<file path="src/rtl/bcd_add_datapath_n.sv">
// Digit-serial N-digit packed-BCD adder datapath.
// Commands use four-phase req/ack; one fixed-priority grant per IDLE.
module bcd_add_datapath_n #(
  parameter int DIGITS = 2
) (
  input  logic                  CLK,
  input  logic                  RST_N,
  input  logic [4*DIGITS-1:0]   input_value,
  input  logic                  load_a,
  input  logic                  load_b,
  input  logic                  add_start,
  input  logic                  display_a,
  input  logic                  display_b,
  input  logic                  display_ls,
  input  logic                  display_ms,
  output logic                  load_a_ack,
  output logic                  load_b_ack,
  output logic                  add_ack,
  output logic                  display_a_ack,
  output logic                  display_b_ack,
  output logic                  display_ls_ack,
  output logic                  display_ms_ack,
  output logic [4*DIGITS-1:0]   output_value,
  output logic                  carry_out,
  output logic                  bcd_err
);

  localparam int W  = 4 * DIGITS;
  localparam int IW = (DIGITS > 1) ? $clog2(DIGITS) : 1;

  localparam logic [1:0] IDLE = 2'd0;
  localparam logic [1:0] ADD  = 2'd1;
  localparam logic [1:0] ACK  = 2'd2;

  logic [1:0]    state;
  logic [W-1:0]  a;
  logic [W-1:0]  b;
  logic [W-1:0]  s;
  logic [IW-1:0] idx;
  logic          c;
  logic [6:0]    ack;

  logic [6:0]    req;
  logic [6:0]    gnt;
  logic [3:0]    da;
  logic [3:0]    db;
  logic [3:0]    sd;
  logic [4:0]    t;
  logic [4:0]    t6;
  logic          cn;
  logic          bad;
  logic          last;
  logic [W-1:0]  s_nx;

  // bit 0 is the highest priority request
  assign req = {display_ms, display_ls, display_b, display_a,
                load_b, load_a, add_start};
  assign gnt = req & (~req + 7'd1);

  assign add_ack        = ack[0];
  assign load_a_ack     = ack[1];
  assign load_b_ack     = ack[2];
  assign display_a_ack  = ack[3];
  assign display_b_ack  = ack[4];
  assign display_ls_ack = ack[5];
  assign display_ms_ack = ack[6];

  assign last = (idx == IW'(DIGITS - 1));

  // current digit select, operand validation and corrected digit sum
  always_comb begin
    da   = '0;
    db   = '0;
    bad  = 1'b0;
    s_nx = s;
    for (int i = 0; i < DIGITS; i++) begin
      if (a[4*i +: 4] > 4'd9 || b[4*i +: 4] > 4'd9)
        bad = 1'b1;
      if (idx == IW'(i)) begin
        da = a[4*i +: 4];
        db = b[4*i +: 4];
      end
    end
    t  = {1'b0, da} + {1'b0, db} + {4'd0, c};
    t6 = t + 5'd6;
    if (t > 5'd9) begin
      sd = t6[3:0];
      cn = 1'b1;
    end else begin
      sd = t[3:0];
      cn = 1'b0;
    end
    for (int i = 0; i < DIGITS; i++) begin
      if (idx == IW'(i))
        s_nx[4*i +: 4] = sd;
    end
  end

  // command FSM and datapath registers
  always_ff @(posedge CLK or negedge RST_N) begin
    if (!RST_N) begin
      state        <= IDLE;
      a            <= '0;
      b            <= '0;
      s            <= '0;
      idx          <= '0;
      c            <= 1'b0;
      ack          <= '0;
      output_value <= '0;
      carry_out    <= 1'b0;
      bcd_err      <= 1'b0;
    end else begin
      case (state)
        IDLE: begin
          unique case (1'b1)
            gnt[0]: begin
              c       <= 1'b0;
              idx     <= '0;
              bcd_err <= bad;
              state   <= ADD;
            end
            gnt[1]: begin
              a      <= input_value;
              ack[1] <= 1'b1;
              state  <= ACK;
            end
            gnt[2]: begin
              b      <= input_value;
              ack[2] <= 1'b1;
              state  <= ACK;
            end
            gnt[3]: begin
              output_value <= a;
              ack[3]       <= 1'b1;
              state        <= ACK;
            end
            gnt[4]: begin
              output_value <= b;
              ack[4]       <= 1'b1;
              state        <= ACK;
            end
            gnt[5]: begin
              output_value <= s;
              ack[5]       <= 1'b1;
              state        <= ACK;
            end
            gnt[6]: begin
              output_value <= {{(W-1){1'b0}}, carry_out};
              ack[6]       <= 1'b1;
              state        <= ACK;
            end
            default: ;
          endcase
        end
        ADD: begin
          c <= cn;
          if (last) begin
            s         <= bcd_err ? '0 : s_nx;
            carry_out <= bcd_err ? 1'b0 : cn;
            ack[0]    <= 1'b1;
            state     <= ACK;
          end else begin
            s   <= s_nx;
            idx <= idx + IW'(1);
          end
        end
        ACK: begin
          if ((req & ack) == 7'd0) begin
            ack   <= '0;
            state <= IDLE;
          end
        end
        default: state <= IDLE;
      endcase
    end
  end

endmodule

</file>
<file path="config.mk">
export PLATFORM = sky130hd
export DESIGN_NAME = bcd_add_datapath_n
export DESIGN_NICKNAME = d
export VERILOG_FILES = /design/src/rtl/bcd_add_datapath_n.sv
export SDC_FILE = /design/constraint.sdc
export NUM_CORES = 1
export LEC_CHECK = 0
export CAP_MARGIN = 5
export CORE_ASPECT_RATIO = 1.2
export CORE_MARGIN = 5
export CORE_UTILIZATION = 60
export CTS_BUF_LIST = sky130_fd_sc_hd__clkbuf_4
export DETAILED_ROUTE_END_ITERATION = 7
export GPL_ROUTABILITY_DRIVEN = 0
export PLACE_DENSITY = 0.86
export SLEW_MARGIN = 20
export SYNTH_ARGS = -nofsm -noshare
export SYNTH_HDL_FRONTEND = slang
export SYNTH_SLANG_ARGS = --single-unit
export TNS_END_PERCENT = 50
</file>
<file path="constraint.sdc">
create_clock -name CLK -period 9.3 [get_ports CLK]
set_input_delay 1.86 -clock CLK [delete_from_list [all_inputs] [get_ports CLK]]
set_output_delay 1.86 -clock CLK [all_outputs]
set_load 0.01 [all_outputs]
</file>
==> results.sh <==
export IMPL_status="finished clean"
export IMPL_postCtsHoldBufs=0
export IMPL_setup_viol=0
export IMPL_synth_edf_count=0
export IMPL_syn_area_mm2=0.00229
export IMPL_clock_sinks=45
export IMPL_relSlewSlack_pct=39.7
export IMPL_nNetsFinal=263
export IMPL_wl_mm=5.01
export IMPL_dp_cells=285
export IMPL_pwr_share_seq_pct=33.9
export IMPL_num_fill_cells=285
export IMPL_grt_use_total_pct=22.2
export IMPL_cap_violations=0
export IMPL_io_buffers=33
export IMPL_rr_worst_depth=9
export IMPL_synth_seq_area_share_pct=49.1
export IMPL_synth_seq_cells=45
export IMPL_ys_types=41
export IMPL_grt_pass1_vias=1723
export IMPL_grt_max_degree=46
export IMPL_power_leakage_uw=0.00113
export IMPL_worst_pin_slew_ns=0.898
export IMPL_synth_warnings=0
export IMPL_hold_depth=2
export IMPL_grt_overflow=0
export IMPL_final_cell_mix="dfrtp_1, clkdlybuf4s50_1, nand2_1"
export IMPL_crit_required_ns=9.50
export IMPL_avgSynthCellArea_um2=11.0
export IMPL_clk_path_buf_depth=2
export IMPL_crit_type="in -> reg"
export IMPL_finalCritPeriodShare_pct=41.7
export IMPL_start_util_pct=62.6
export IMPL_regArea_mm2=0.00113
export IMPL_initialDrtViolationCount=154
export IMPL_cts_tree="built"
export IMPL_area_growth_pct=17.7
export IMPL_place_hpwl_mm=3.89
export IMPL_viasPerCell=6.01
export IMPL_synth_main_ff_cell="dfrtp_1"
export IMPL_skew_ns=0.00773
export IMPL_swShare_pct=41.8
export IMPL_switchingPower_uw=457
export IMPL_die_y_um=77.7
export IMPL_htreeDepth=2
export IMPL_num_rows=24
export IMPL_dieArea_mm2=0.00517
export IMPL_wl_per_cell_um=17.1
export IMPL_crit_path_end_kind="flip-flop"
export IMPL_arrival_ns=4.08
export IMPL_dieWidth_um=66.5
export IMPL_clkSlewWorstSetupHoldPaths_ns=0.12
export IMPL_async_reset_ff_share_pct=100
export IMPL_clockRootBuffer="clkbuf_4"
export IMPL_cts_buffers=5
export IMPL_multi_input_area_mm2=0.00112
export IMPL_fin_cells=292
export IMPL_firstDrtPassIters=4
export IMPL_maxSlewViolCount=0
export IMPL_vias=1756
export IMPL_min_period_ns=3.88
export IMPL_antennaDiodeCount=0
export IMPL_p_clk_share_pct=8.0
export IMPL_tns_ns=0
export IMPL_drc=0
export IMPL_syn_nets=232
export IMPL_drive_gt1_share_pct=15.8
export IMPL_ant_nets=0
export IMPL_grt_first_pass_wirelength_mm=8.68
export IMPL_p_int_uw=637
export IMPL_core_area_mm2=0.00366
export IMPL_ir_drop_mv=0.425
export IMPL_cts_resized=0
export IMPL_hold_viol_final=0
export IMPL_p_per_area_mw_per_mm2=405
export IMPL_max_freq_ghz=0.258
export IMPL_rsz0062_at_grt="no"
export IMPL_worstHoldPathType="reg -> reg"
export IMPL_worstSkewPairLatency_ns=0.35
export IMPL_synth_cells=209
export IMPL_cp_max_fo=17
export IMPL_grt_antenna_before_repair=0
export IMPL_io_pin_count=34
export IMPL_cts_setup_buffers=0
export IMPL_start_kind="primary input"
export IMPL_combPwrFrac_pct=58.1
export IMPL_final_common_cell="dfrtp_1"
[worst max-delay path, stage by stage]
cell and delay (ns):
clkdlybuf4s50_1 0.63, nor3_1 0.47, nor2_4 0.14, o21ai_1 0.74
o21ai_0 0.23
[final cells by class]
type	instances	share of cell area [%]
clock buffers	6	1.67
repair buffers	33	12.1
well taps	52	2.41
multi-input cells	152	41.5
flip-flops and latches	45	41.7
clock inverters	1	0.139
inverters	3	0.417
[flip-flops by register name (all words and copies together), names as in the netlist]
| register | cells |
|---|---|
| s | 8 |
| c | 1 |
| a | 8 |
| state | 2 |
| output_value | 8 |
| carry_out | 1 |
| idx | 1 |
| bcd_err | 1 |
| ack | 7 |
| b | 8 |
[power groups by stage]
stage | Combinational (uW) | Sequential, uW | Clock, uW
finish | 635 | 371 | 87.1
global route | 709 | 383 | 99.5
CTS | 636 | 371 | 87.4
detailed placement | 631 | 375 | 0
global placement | 609 | 372 | 0
floorplan | 467 | 346 | 0
[cells in the mapped netlist, types with 2 or more instances]
| library cell | n | area (um2) |
|---|---|---|
| a21oi_1 | 5 | 25.0 |
| nor2_1 | 5 | 18.8 |
| nand2_1 | 27 | 101 |
| nor2b_1 | 5 | 31.3 |
| o21ai_1 | 3 | 15.0 |
| mux2_2 | 25 | 282 |
| a22oi_1 | 9 | 67.6 |
| fa_1 | 2 | 40.0 |
| nand3_1 | 3 | 15.0 |
| nor3_1 | 3 | 15.0 |
| inv_1 | 3 | 11.3 |
| a21o_1 | 2 | 15.0 |
| o21ai_0 | 24 | 120 |
| buf_2 | 2 | 10.0 |
| clkbuf_1 | 7 | 26.3 |
| dfrtp_1 | 45 | 1130 |
| ha_1 | 4 | 50.1 |
| and3_1 | 2 | 12.5 |
| xnor2_1 | 2 | 17.5 |
| a22o_1 | 9 | 78.8 |
| nand2b_1 | 2 | 12.5 |
[layer usage]
metal / global-route usage (%) / up-vias / wire (um)
met4: 9.15 / 0 / 106
met3: 4.34 / 12 / 209
li1: - / 832 / -
met5: 0 / - / 0
met2: 33.6 / 55 / 2430
met1: 31.2 / 857 / 2270
[kinds of logic (layout without fill, tap and decap cells)]
family / after synthesis / count (layout) / synth area share [%]
xor gates and xnor gates: 2 / 2 / 0.763
AOI/OAI and AO/OA: 63 / 63 / 18.8
and+or+nand+nor: 56 / 56 / 13.1
DFF: 45 / 45 / 49.1
buffers and inverters: 12 / 43 / 2.07
muxes: 25 / 25 / 12.3
adders and majority gates: 6 / 6 / 3.93
[final timing paths]
path                                                   from                     endpoint  slack [ns]
worst min register to register  output_value[5]$_DFFE_PN0P_  output_value[5]$_DFFE_PN0P_        0.50
max in group asynchronous                             RST_N             b[5]$_DFFE_PN0P_        7.43
worst max-delay path                              display_b  output_value[2]$_DFFE_PN0P_        5.42
worst min-delay path            output_value[5]$_DFFE_PN0P_  output_value[5]$_DFFE_PN0P_        0.50
min in group asynchronous                             RST_N           ack[4]$_DFFE_PN0P_        1.48
worst max register to register              idx$_DFFE_PN0P_             s[6]$_DFFE_PN0P_        5.69
[through the flow]
step | total power, uW | utilization [%] | worst slack, ns | area (um2) | hold slack, ns
finish | 1090 | 73.7 | 5.42 | 2700 | 0.505
global route | 1190 | 73.7 | 5.16 | 2700 | 0.556
CTS | 1090 | 73.6 | 5.42 | 2700 | 0.504
detailed placement | 1010 | 72.3 | 5.04 | 2650 | 0.478
global placement | 981 | 72.3 | 5.25 | 2650 | 0.464
floorplan | 813 | - | 5.98 | 2290 | 0.449
Note: power is estimated with default switching activity, not from simulation.
